## src/rtl/dcm_ctrl_pkg.sv

```systemverilog
// Shared definitions for the DCM lock sequencer: state encoding, default timing
// constants and the saturating retry-count helper.
package dcm_ctrl_pkg;

   localparam logic [2:0] ST_IDLE      = 3'd0;
   localparam logic [2:0] ST_RST       = 3'd1;
   localparam logic [2:0] ST_WAIT_LOCK = 3'd2;
   localparam logic [2:0] ST_STABLE    = 3'd3;
   localparam logic [2:0] ST_RUN       = 3'd4;
   localparam logic [2:0] ST_FAIL      = 3'd5;

   typedef enum logic [2:0] {
      S_IDLE      = ST_IDLE,
      S_RST       = ST_RST,
      S_WAIT_LOCK = ST_WAIT_LOCK,
      S_STABLE    = ST_STABLE,
      S_RUN       = ST_RUN,
      S_FAIL      = ST_FAIL
   } state_e;

   localparam int DEF_RST_CYCLES   = 8;
   localparam int DEF_LOCK_TIMEOUT = 65535;
   localparam int DEF_LOCK_STABLE  = 256;
   localparam int DEF_MAX_RETRY    = 15;
   localparam int DEF_CNT_WIDTH    = 16;

   function automatic logic [3:0] retry_inc(input logic [3:0] cnt, input logic [3:0] max_cnt);
      logic [3:0] r;
      if (cnt >= max_cnt) begin
         r = max_cnt;
      end else begin
         r = cnt + 4'd1;
      end
      return r;
   endfunction

endpackage

```

## src/rtl/bit_sync_2ff.sv

```systemverilog
// Two-flop synchroniser for asynchronous status bits, one chain per bit.
module bit_sync_2ff #(
   parameter int WIDTH = 1
) (
   input  logic             clk,
   input  logic             reset,
   input  logic [WIDTH-1:0] d,
   output logic [WIDTH-1:0] q
);

   logic [WIDTH-1:0] meta_q;
   logic [WIDTH-1:0] sync_q;

   // Synchroniser chain; cleared on reset so no stale status survives it.
   always_ff @(posedge clk) begin
      if (reset) begin
         meta_q <= '0;
         sync_q <= '0;
      end else begin
         meta_q <= d;
         sync_q <= meta_q;
      end
   end

   assign q = sync_q;

endmodule

```

## src/rtl/dcm_lock_seq.sv

```systemverilog
// DCM_SP bring-up sequencer: pulses DCM RST, waits for and qualifies LOCKED,
// releases the deserializer reset, and retries on timeout or lock loss.
module dcm_lock_seq
   import dcm_ctrl_pkg::*;
#(
   parameter int RST_CYCLES   = DEF_RST_CYCLES,
   parameter int LOCK_TIMEOUT = DEF_LOCK_TIMEOUT,
   parameter int LOCK_STABLE  = DEF_LOCK_STABLE,
   parameter int MAX_RETRY    = DEF_MAX_RETRY,
   parameter int CNT_WIDTH    = DEF_CNT_WIDTH
) (
   input  logic       clk,
   input  logic       reset,
   input  logic       enable,
   input  logic       locked_in,
   input  logic       clkin_stop,
   output logic       dcm_reset,
   output logic       deser_reset,
   output logic       clk_ready,
   output logic       lock_fail,
   output logic [3:0] retry_cnt
);

   localparam logic [CNT_WIDTH-1:0] RST_LAST = CNT_WIDTH'(RST_CYCLES - 1);
   localparam logic [CNT_WIDTH-1:0] TO_LAST  = CNT_WIDTH'(LOCK_TIMEOUT - 1);
   // The WAIT_LOCK cycle that saw lock counts as the first stable cycle.
   localparam logic [CNT_WIDTH-1:0] STB_LAST = CNT_WIDTH'(LOCK_STABLE - 2);
   localparam logic [3:0]           RETRY_MAX = 4'(MAX_RETRY);

   state_e               state_q, state_d;
   logic [CNT_WIDTH-1:0] timer_q, timer_d;
   logic [3:0]           retry_q, retry_d;
   logic                 dcm_reset_q, dcm_reset_d;
   logic                 deser_reset_q, deser_reset_d;
   logic                 clk_ready_q, clk_ready_d;
   logic                 lock_fail_q, lock_fail_d;

   logic [1:0]           sync_s;
   logic                 lock_ok_s;
   logic [3:0]           retry_inc_s;

   bit_sync_2ff #(.WIDTH(2)) u_sync (
      .clk   (clk),
      .reset (reset),
      .d     ({clkin_stop, locked_in}),
      .q     (sync_s)
   );

   assign lock_ok_s = sync_s[0] & ~sync_s[1];

   // Next state, timer, retry count and registered output decode.
   always_comb begin
      state_d     = state_q;
      retry_d     = retry_q;
      retry_inc_s = retry_inc(retry_q, RETRY_MAX);

      if (!enable) begin
         state_d = S_IDLE;
      end else begin
         case (state_q)
            S_IDLE: state_d = S_RST;
            S_RST: begin
               if (timer_q == RST_LAST) begin
                  state_d = S_WAIT_LOCK;
               end else begin
                  state_d = S_RST;
               end
            end
            S_WAIT_LOCK: begin
               if (lock_ok_s) begin
                  state_d = S_STABLE;
               end else if (timer_q == TO_LAST) begin
                  retry_d = retry_inc_s;
                  if (retry_inc_s == RETRY_MAX) begin
                     state_d = S_FAIL;
                  end else begin
                     state_d = S_RST;
                  end
               end else begin
                  state_d = S_WAIT_LOCK;
               end
            end
            S_STABLE: begin
               if (!lock_ok_s) begin
                  retry_d = retry_inc_s;
                  if (retry_inc_s == RETRY_MAX) begin
                     state_d = S_FAIL;
                  end else begin
                     state_d = S_RST;
                  end
               end else if (timer_q == STB_LAST) begin
                  state_d = S_RUN;
               end else begin
                  state_d = S_STABLE;
               end
            end
            S_RUN: begin
               if (!lock_ok_s) begin
                  state_d = S_RST;
               end else begin
                  state_d = S_RUN;
               end
            end
            S_FAIL:  state_d = S_FAIL;
            default: state_d = S_IDLE;
         endcase
      end

      if ((state_d == S_IDLE) || (state_d == S_RUN)) begin
         retry_d = 4'd0;
      end else begin
         retry_d = retry_d;
      end

      if (state_d != state_q) begin
         timer_d = '0;
      end else if ((state_q == S_RST) || (state_q == S_WAIT_LOCK) || (state_q == S_STABLE)) begin
         timer_d = timer_q + CNT_WIDTH'(1);
      end else begin
         timer_d = '0;
      end

      dcm_reset_d   = state_d inside {S_IDLE, S_RST, S_FAIL};
      deser_reset_d = (state_d != S_RUN);
      clk_ready_d   = (state_d == S_RUN);
      lock_fail_d   = (state_d == S_FAIL);
   end

   // State, timer, retry and output registers.
   always_ff @(posedge clk) begin
      if (reset) begin
         state_q       <= S_IDLE;
         timer_q       <= '0;
         retry_q       <= 4'd0;
         dcm_reset_q   <= 1'b1;
         deser_reset_q <= 1'b1;
         clk_ready_q   <= 1'b0;
         lock_fail_q   <= 1'b0;
      end else begin
         state_q       <= state_d;
         timer_q       <= timer_d;
         retry_q       <= retry_d;
         dcm_reset_q   <= dcm_reset_d;
         deser_reset_q <= deser_reset_d;
         clk_ready_q   <= clk_ready_d;
         lock_fail_q   <= lock_fail_d;
      end
   end

   assign dcm_reset   = dcm_reset_q;
   assign deser_reset = deser_reset_q;
   assign clk_ready   = clk_ready_q;
   assign lock_fail   = lock_fail_q;
   assign retry_cnt   = retry_q;

endmodule
```

## config.mk

```make
export PLATFORM = sky130hd
export DESIGN_NAME = dcm_lock_seq
export DESIGN_NICKNAME = d
export VERILOG_FILES = /design/src/rtl/dcm_ctrl_pkg.sv /design/src/rtl/bit_sync_2ff.sv /design/src/rtl/dcm_lock_seq.sv
export SDC_FILE = /design/constraint.sdc
export NUM_CORES = 1
export LEC_CHECK = 0
export CAP_MARGIN = 20
export CORE_MARGIN = 5
export CORE_UTILIZATION = 30
export DETAILED_ROUTE_END_ITERATION = 16
export GPL_ROUTABILITY_DRIVEN = 0
export SLEW_MARGIN = 30
export SYNTH_ARGS = -nofsm -noshare
export SYNTH_HDL_FRONTEND = slang
export SYNTH_HIERARCHICAL = 1
export SYNTH_SLANG_ARGS = --single-unit
```

## constraint.sdc

```tcl
create_clock -name clk -period 2 [get_ports clk]
set_input_delay 0.2 -clock clk [delete_from_list [all_inputs] [get_ports clk]]
set_output_delay 0.2 -clock clk [all_outputs]
set_load 0.005 [all_outputs]
```

=== Word-level counts from Yosys, hierarchy flattened ===
Cells that the tools add are included.

* $add $sub $neg: 2
* $lt $le $gt $ge: 1
* Equality and inequality tests: 17
* Multiplexer cells: 14
* Bitwise operators: 3
* Reduce and logical (&&, ||, !) cells: 10

{| class="wikitable"
|+ Operators by type and width
! operator !! count
|-
| 3-bit two-way mux || 7
|-
| 3-bit case mux with 6 select lines || 1
|-
| 16-bit by 1-bit adder with 16-bit output, second input constant || 1
|-
| 16-bit equality test, second input constant || 1
|-
| 16-bit by 3-bit equality test with 1-bit output, second input constant || 1
|-
| 16-bit by 8-bit equality test with 1-bit output, second input constant || 1
|-
| 4-bit two-way mux || 4
|-
| 3-bit equality test, second input constant || 4
|-
| 4-bit case mux with 2 select lines || 1
|-
| 3-bit by 1-bit equality test with 1-bit output, second input constant || 2
|-
| 3-bit by 2-bit equality test with 1-bit output, second input constant || 2
|-
| 3-bit logical NOT || 2
|-
| 2-bit inequality test, second input constant || 3
|-
| 5-bit AND reduction || 1
|-
| 4-bit by 1-bit adder with 4-bit output, second input constant || 1
|-
| 4-bit equality test, second input constant || 1
|-
| 4-bit greater-or-equal comparator, second input constant || 1
|-
| 1-bit logical OR || 3
|-
| 3-bit inequality test || 1
|-
| 3-bit inequality test, second input constant || 1
|-
| 3-bit nonzero test || 1
|-
| 3-bit OR reduction || 1
|-
| 2-bit two-way mux || 1
|-
| 1-bit NOT || 2
|-
| 3 further kinds || 3
|}

* Register bits: 31
* Input port bits: 5
* Word-level logic and storage cells: 56

=== Depth between registers and ports, before layout ===
Gate-level depths: netlist (run 1).

* Word-level depth: 11
* Gate-level depth with buffers: 9

=== By module ===
Netlist (run 1), hierarchy kept.

{| class="wikitable"
|+ By module, submodules not included
! module !! times used !! cells an instance !! area an instance (um2) !! seq. area each (um2)
|-
| dcm_lock_seq || 1 || 175 || 1,460.2 || 540.5
|-
| bit_sync_2ff || 1 || 8 || 105.1 || 80.1
|}

=== Least setup slack after synthesis (run 1) ===
No wires, ideal clock.

* Path type: flip-flop to flip-flop
* Start: register timer_q[0]
* End: register timer_q[9]
* Arrival: 1.792 ns
* Required time: 1.872 ns
* Path slack: 0.080 ns
* Stages on the path, launching flop included: 10
* Buffers on the path: 1
* Cell sequence: dfxtp_1 inv_1 ha_1 nand3_1 or4_4 o211ai_2 a311oi_2 buf_2 nand2_1 nor2_1

* Word-level cells in the longest chain between the ends: 7
* Elaborated cells between the ends (all ways): 13

{| class="wikitable"
|+ Ends and longest elaborated chain
! element !! RTL line !! source
|-
| start: declaration || dcm_lock_seq.sv:31 || <nowiki>logic [CNT_WIDTH-1:0] timer_q, timer_d;</nowiki>
|-
| start signal: assignment || dcm_lock_seq.sv:141 || <nowiki>timer_q <= timer_d;</nowiki>
|-
| 16-bit by 8-bit equality test with 1-bit output or 16-bit equality test (tied branches) || dcm_lock_seq.sv:91, dcm_lock_seq.sv:72 ||
|-
| 3-bit two-way mux, on equally long branches || dcm_lock_seq.sv:91, dcm_lock_seq.sv:72 ||
|-
| 3-bit two-way mux, on equally long branches || dcm_lock_seq.sv:84, dcm_lock_seq.sv:70 ||
|-
| 3-bit case mux with 6 select lines || dcm_lock_seq.sv:60 || <nowiki>case (state_q)</nowiki>
|-
| 3-bit two-way mux || dcm_lock_seq.sv:57 || <nowiki>if (!enable) begin</nowiki>
|-
| 3-bit inequality test || dcm_lock_seq.sv:115 || <nowiki>if (state_d != state_q) begin</nowiki>
|-
| 3-bit OR reduction (no source line) || n/a ||
|}

Parallel ways exist; a longest one is shown, timed or not.
A chain may end at the register's enable or synchronous reset.

=== Worst setup path after layout (run 1) ===
* Start: register timer_q[8]
* End: register retry_q[3], in the netlist retry_cnt[3]

* Word-level cells in the longest chain between the ends: 8
* Elaborated cells between the ends (all ways): 16

{| class="wikitable"
|+ Ends and longest elaborated chain
! element !! RTL line !! source
|-
| 16-bit by 8-bit equality test with 1-bit output or 16-bit equality test (tied branches) || dcm_lock_seq.sv:91, dcm_lock_seq.sv:72 ||
|-
| 3-bit two-way mux, on equally long branches || dcm_lock_seq.sv:91, dcm_lock_seq.sv:72 ||
|-
| 3-bit two-way mux, on equally long branches || dcm_lock_seq.sv:84, dcm_lock_seq.sv:70 ||
|-
| 3-bit case mux with 6 select lines || dcm_lock_seq.sv:60 ||
|-
| 3-bit two-way mux || dcm_lock_seq.sv:57 ||
|-
| 3-bit equality test or 3-bit logical NOT (tied branches) || dcm_lock_seq.sv:109 || <nowiki>if ((state_d == S_IDLE) || (state_d == S_RUN)) begin</nowiki>
|-
| 1-bit logical OR || dcm_lock_seq.sv:109 ||
|-
| 2-bit OR reduction (no source line) || n/a ||
|-
| end signal: assignment || dcm_lock_seq.sv:142 || <nowiki>retry_q <= retry_d;</nowiki>
|-
| end: declaration || dcm_lock_seq.sv:32 || <nowiki>logic [3:0] retry_q, retry_d;</nowiki>
|}

Parallel ways exist; a longest one is shown, timed or not.

==> flow_summary.ini, run 1 <==
[synth]
synth-seq-area-share_pct = 39.6
synth_fp_nets = 191
synth_top_cell_area_share_pct = 39.6
synthDominantAreaCellType = sky130_fd_sc_hd__dfxtp_1
synthesis.area_per_instance_sq_um = 8.55
postSynthRegisterBits = 31
synth.distinct_cells = 39
synth_top_cells_by_area = sky130_fd_sc_hd__dfxtp_1 (40%), sky130_fd_sc_hd__nand2_1 (6.2%), sky130_fd_sc_hd__nor2_1 (5.0%)
syn-cell-area_sq_um = 1570
synth_cells = 183
yosysWarningCount = 6

[drt]
detail-route-antenna-nets = 0
routed-via-count = 1387
drt-pass1-iter-count = 4
route.detailed.vias_per_inst = 4.56
postRouteWirelength_um = 3500
drt-wirelength-per-cell_um = 11.5
detail_route.iter0.violations = 87
detail_route.drc_violations = 0

[setup_path]
required_ps = 2170
critical-path-top-delay-family = simple AND/OR/NAND/NOR gates
timing.critical_path.cells = nor4_4, nand4_1, and3_4, or3_4, o21ai_2, a211oi_1
worst_path_max_delay_cell = sky130_fd_sc_hd__or3_4
worst-path-buf-inv = 0
r2r-end = retry_cnt[3]
critical_path_capture_point_type = flop
setup.worst_path.end = retry_cnt[3]
r2r.worst_path.cells = 6
timing.critical_path.slowest_cell_delay_ps = 410
data_arrival_at_the_endpoint_of_the_critical_path_ps = 2090
critPathLaunchType = flop
cp_max_fo = 5
cp_startpoint = timer_q[8]
reg2reg_from = timer_q[8]
timing.setup.critical_path_class = flop to flop
timing.reg2reg.setup_slack_ps = 80
worst-path-stages = 6

[clocking]
insertion_delay_ps = 280
h-tree-depth = 2
cts_num_sinks = 31
cts_tree = yes
cts-buffers-inserted = 5
cts.reportedPaths.clkPinSlew_ps = 60
ctsRootBufferMaster = sky130_fd_sc_hd__clkbuf_8
cts-root-to-sink-buffers = 2
ctsHoldBuffers = 0

[timing]
timing.slew.headroom_pct = 78.4
final.hold.worst_slack_ps = 438
skew_ps = 4.42
finalWorstPathRequiredPeriod_ps = 1920
worst_slew_pin_slew_ps = 321
fmaxAchievable_mhz = 520
finalCritPeriodShare_pct = 96.2
setup_viol_count_final = 0
worst_slack_ps = 76.6
final_hold_viol_count = 0
slew_viol_final = 0

[worst_hold_path]
hold_path_class = flop to flop

[global_route]
grt_overflow = 0
groute.usage.overall_pct = 11.4
initial_antenna_violation_count = 0
grt_first_pass_wirelength_um = 5780
grt_start_max_net_pins = 17
number_of_global_route_vias_before_repair = 1251

[cells_and_area]
num-nets-final = 242
final-instance-count-excl-fill = 304
layout_commonest_cell = sky130_fd_sc_hd__buf_4
most-common-layout-cells = sky130_fd_sc_hd__buf_4 (31), sky130_fd_sc_hd__nand2_1 (25), sky130_fd_sc_hd__dfxtp_1 (23)
layout_cells_sized_above_1_pct = 31.2
n_antenna_cell = 0
nFillCells = 511
area.growth.synth_to_final_pct = 44.3

[power]
power_density_nw_per_um2 = 531
leakage_nw = 0.878
power.ir.vdd_worst_mv = 0.221

[placement]
numPortBuffers = 12
setup_slack_after_placement_ps = -202
numPlacedInstances = 294
hpwlAfterDp_um = 2620

[die]
die_width_um = 82.2
floorplan.die.height_um = 82.2
io_pins = 13
rows = 26
floorplan.die_area_sq_um = 6760
initial_utilization_pct = 30.8
core-area_sq_um = 5070

[flow_run]
drv_cap = 0

[outcome]
status = finished, final reports clean
[routing by layer]
metal,GRT usage (%),wire length [um],up-vias
li1,-,-,739
met1,14.5,1670,626
met2,17.5,1640,16
met3,3.58,118,6
met4,4.98,72,0
met5,0,0,-
[kinds of logic after synthesis]
| family | synth area share [%] |
|---|---|
| buffers and inverters | 2.48 |
| xor gates and xnor gates | 8.87 |
| DFF | 39.6 |
| adders and majority gates | 2.40 |
| AOI/OAI and AO/OA | 10.5 |
| and+or+nand+nor | 36.1 |
[registers in the layout, summed over array words and instances (netlist names)]
| register | flops |
|---|---|
| lock_fail | 1 |
| u_sync/meta_q | 2 |
| clk_ready | 1 |
| deser_reset | 1 |
| u_sync/q | 2 |
| state_q | 3 |
| retry_cnt | 4 |
| timer_q | 16 |
| dcm_reset | 1 |
[layout make-up]
cell class / count / area, sq um / area share (%)
Tap cell: 70 / 87.6 / 3.88
Clock inverter: 1 / 5.00 / 0.222
Inverter: 6 / 22.5 / 0.997
Multi-Input combinational cell: 144 / 1030 / 45.8
Timing Repair Buffer: 46 / 395 / 17.5
Sequential cell: 31 / 631 / 27.9
Clock buffer: 6 / 82.6 / 3.66
[synthesized netlist by cell type]
library cell	count
sky130_fd_sc_hd__a211oi_1	2
sky130_fd_sc_hd__nand2_1	26
sky130_fd_sc_hd__a31oi_2	2
sky130_fd_sc_hd__and3b_1	2
sky130_fd_sc_hd__xor2_1	7
sky130_fd_sc_hd__nand3_2	1
sky130_fd_sc_hd__a31oi_1	4
sky130_fd_sc_hd__nor3_1	7
sky130_fd_sc_hd__nand3b_1	1
sky130_fd_sc_hd__nor4_1	2
sky130_fd_sc_hd__or4_4	1
sky130_fd_sc_hd__and4_1	2
sky130_fd_sc_hd__nor2_1	21
sky130_fd_sc_hd__buf_6	1
sky130_fd_sc_hd__nand2b_1	4
sky130_fd_sc_hd__xnor2_1	7
sky130_fd_sc_hd__o21ai_0	5
sky130_fd_sc_hd__ha_1	3
sky130_fd_sc_hd__and3_1	3
sky130_fd_sc_hd__nor3b_1	3
sky130_fd_sc_hd__xnor2_2	1
sky130_fd_sc_hd__nand3_1	12
sky130_fd_sc_hd__o21ai_1	2
sky130_fd_sc_hd__nor4_2	3
sky130_fd_sc_hd__o2111ai_1	1
sky130_fd_sc_hd__or3b_1	1
sky130_fd_sc_hd__a21oi_1	1
sky130_fd_sc_hd__and2_1	4
sky130_fd_sc_hd__buf_2	1
sky130_fd_sc_hd__nor2_4	1
sky130_fd_sc_hd__or3_1	2
sky130_fd_sc_hd__o22ai_1	1
sky130_fd_sc_hd__dfxtp_1	31
sky130_fd_sc_hd__o211ai_2	1
sky130_fd_sc_hd__nand4_1	4
sky130_fd_sc_hd__a311oi_2	1
sky130_fd_sc_hd__nor2b_1	5
sky130_fd_sc_hd__o21ai_4	1
sky130_fd_sc_hd__inv_1	6
[worst reg2reg max path, delay by kind of cell (launching register included)]
kind               cells  cell delay [ps]
DFF                    1              370
and+or+nand+nor        4             1160
AOI/OAI and AO/OA      2              280
[power breakdown]
| group | internal (mW) | switching (mW) | total, mW | leakage [nW] |
|---|---|---|---|---|
| Clock | 0.269 | 0.226 | 0.495 | 0.0470 |
| Sequential | 0.623 | 0.00274 | 0.626 | 0.255 |
| Combinational | 0.0377 | 0.0393 | 0.0770 | 0.576 |
| Total | 0.930 | 0.268 | 1.20 | 0.878 |
[how the worst min path moves through the flow]
stage	from	slack, ps	cells past startpoint	endpoint
5_1_grt	clkin_stop	470	2	u_sync/meta_q[1]
6_report	u_sync/meta_q[1]	440	1	u_sync/q[1]
3_5_place_dp	u_sync/meta_q[1]	430	1	u_sync/q[1]
2_1_floorplan	reset	270	1	u_sync/meta_q[0]
3_3_place_gp	u_sync/meta_q[0]	420	1	u_sync/q[0]
4_1_cts	u_sync/meta_q[1]	440	1	u_sync/q[1]
[per-stage QoR]
stage / utilization, % / TNS [ps] / power, mW / cell area [sq um]
after floorplan: - / 0 / 0.672 / 1570
after global placement: 39.2 / -2540 / 0.699 / 1990
after detailed placement: 39.2 / -3660 / 0.700 / 1990
after CTS: 42.5 / 0 / 1.22 / 2160
after global routing: 44.5 / -12.0 / 1.25 / 2260
final: 44.5 / 0 / 1.20 / 2260
[what timing repair did]
| item | in CTS | in global routing |
|---|---|---|
| setup endpoints to repair | 23 | 24 |
| pin swaps | 5 | 10 |
| gates cloned | 0 | 0 |
| setup buffers | 1 | 3 |
| hold endpoints to repair | 0 | 0 |
| resized for setup | 10 | 22 |
(Power assumes the default switching activity.)
==> run 2: changes to the inputs <==
--- a/config.mk
+++ b/config.mk
@@ -5,7 +5,6 @@
 export SDC_FILE = /design/constraint.sdc
 export NUM_CORES = 1
 export LEC_CHECK = 0
-export CAP_MARGIN = 20
 export CORE_MARGIN = 5
 export CORE_UTILIZATION = 30
 export DETAILED_ROUTE_END_ITERATION = 16
==> results of run 2 <==
Final layout, timing and power as in run 1 (identical DEF).
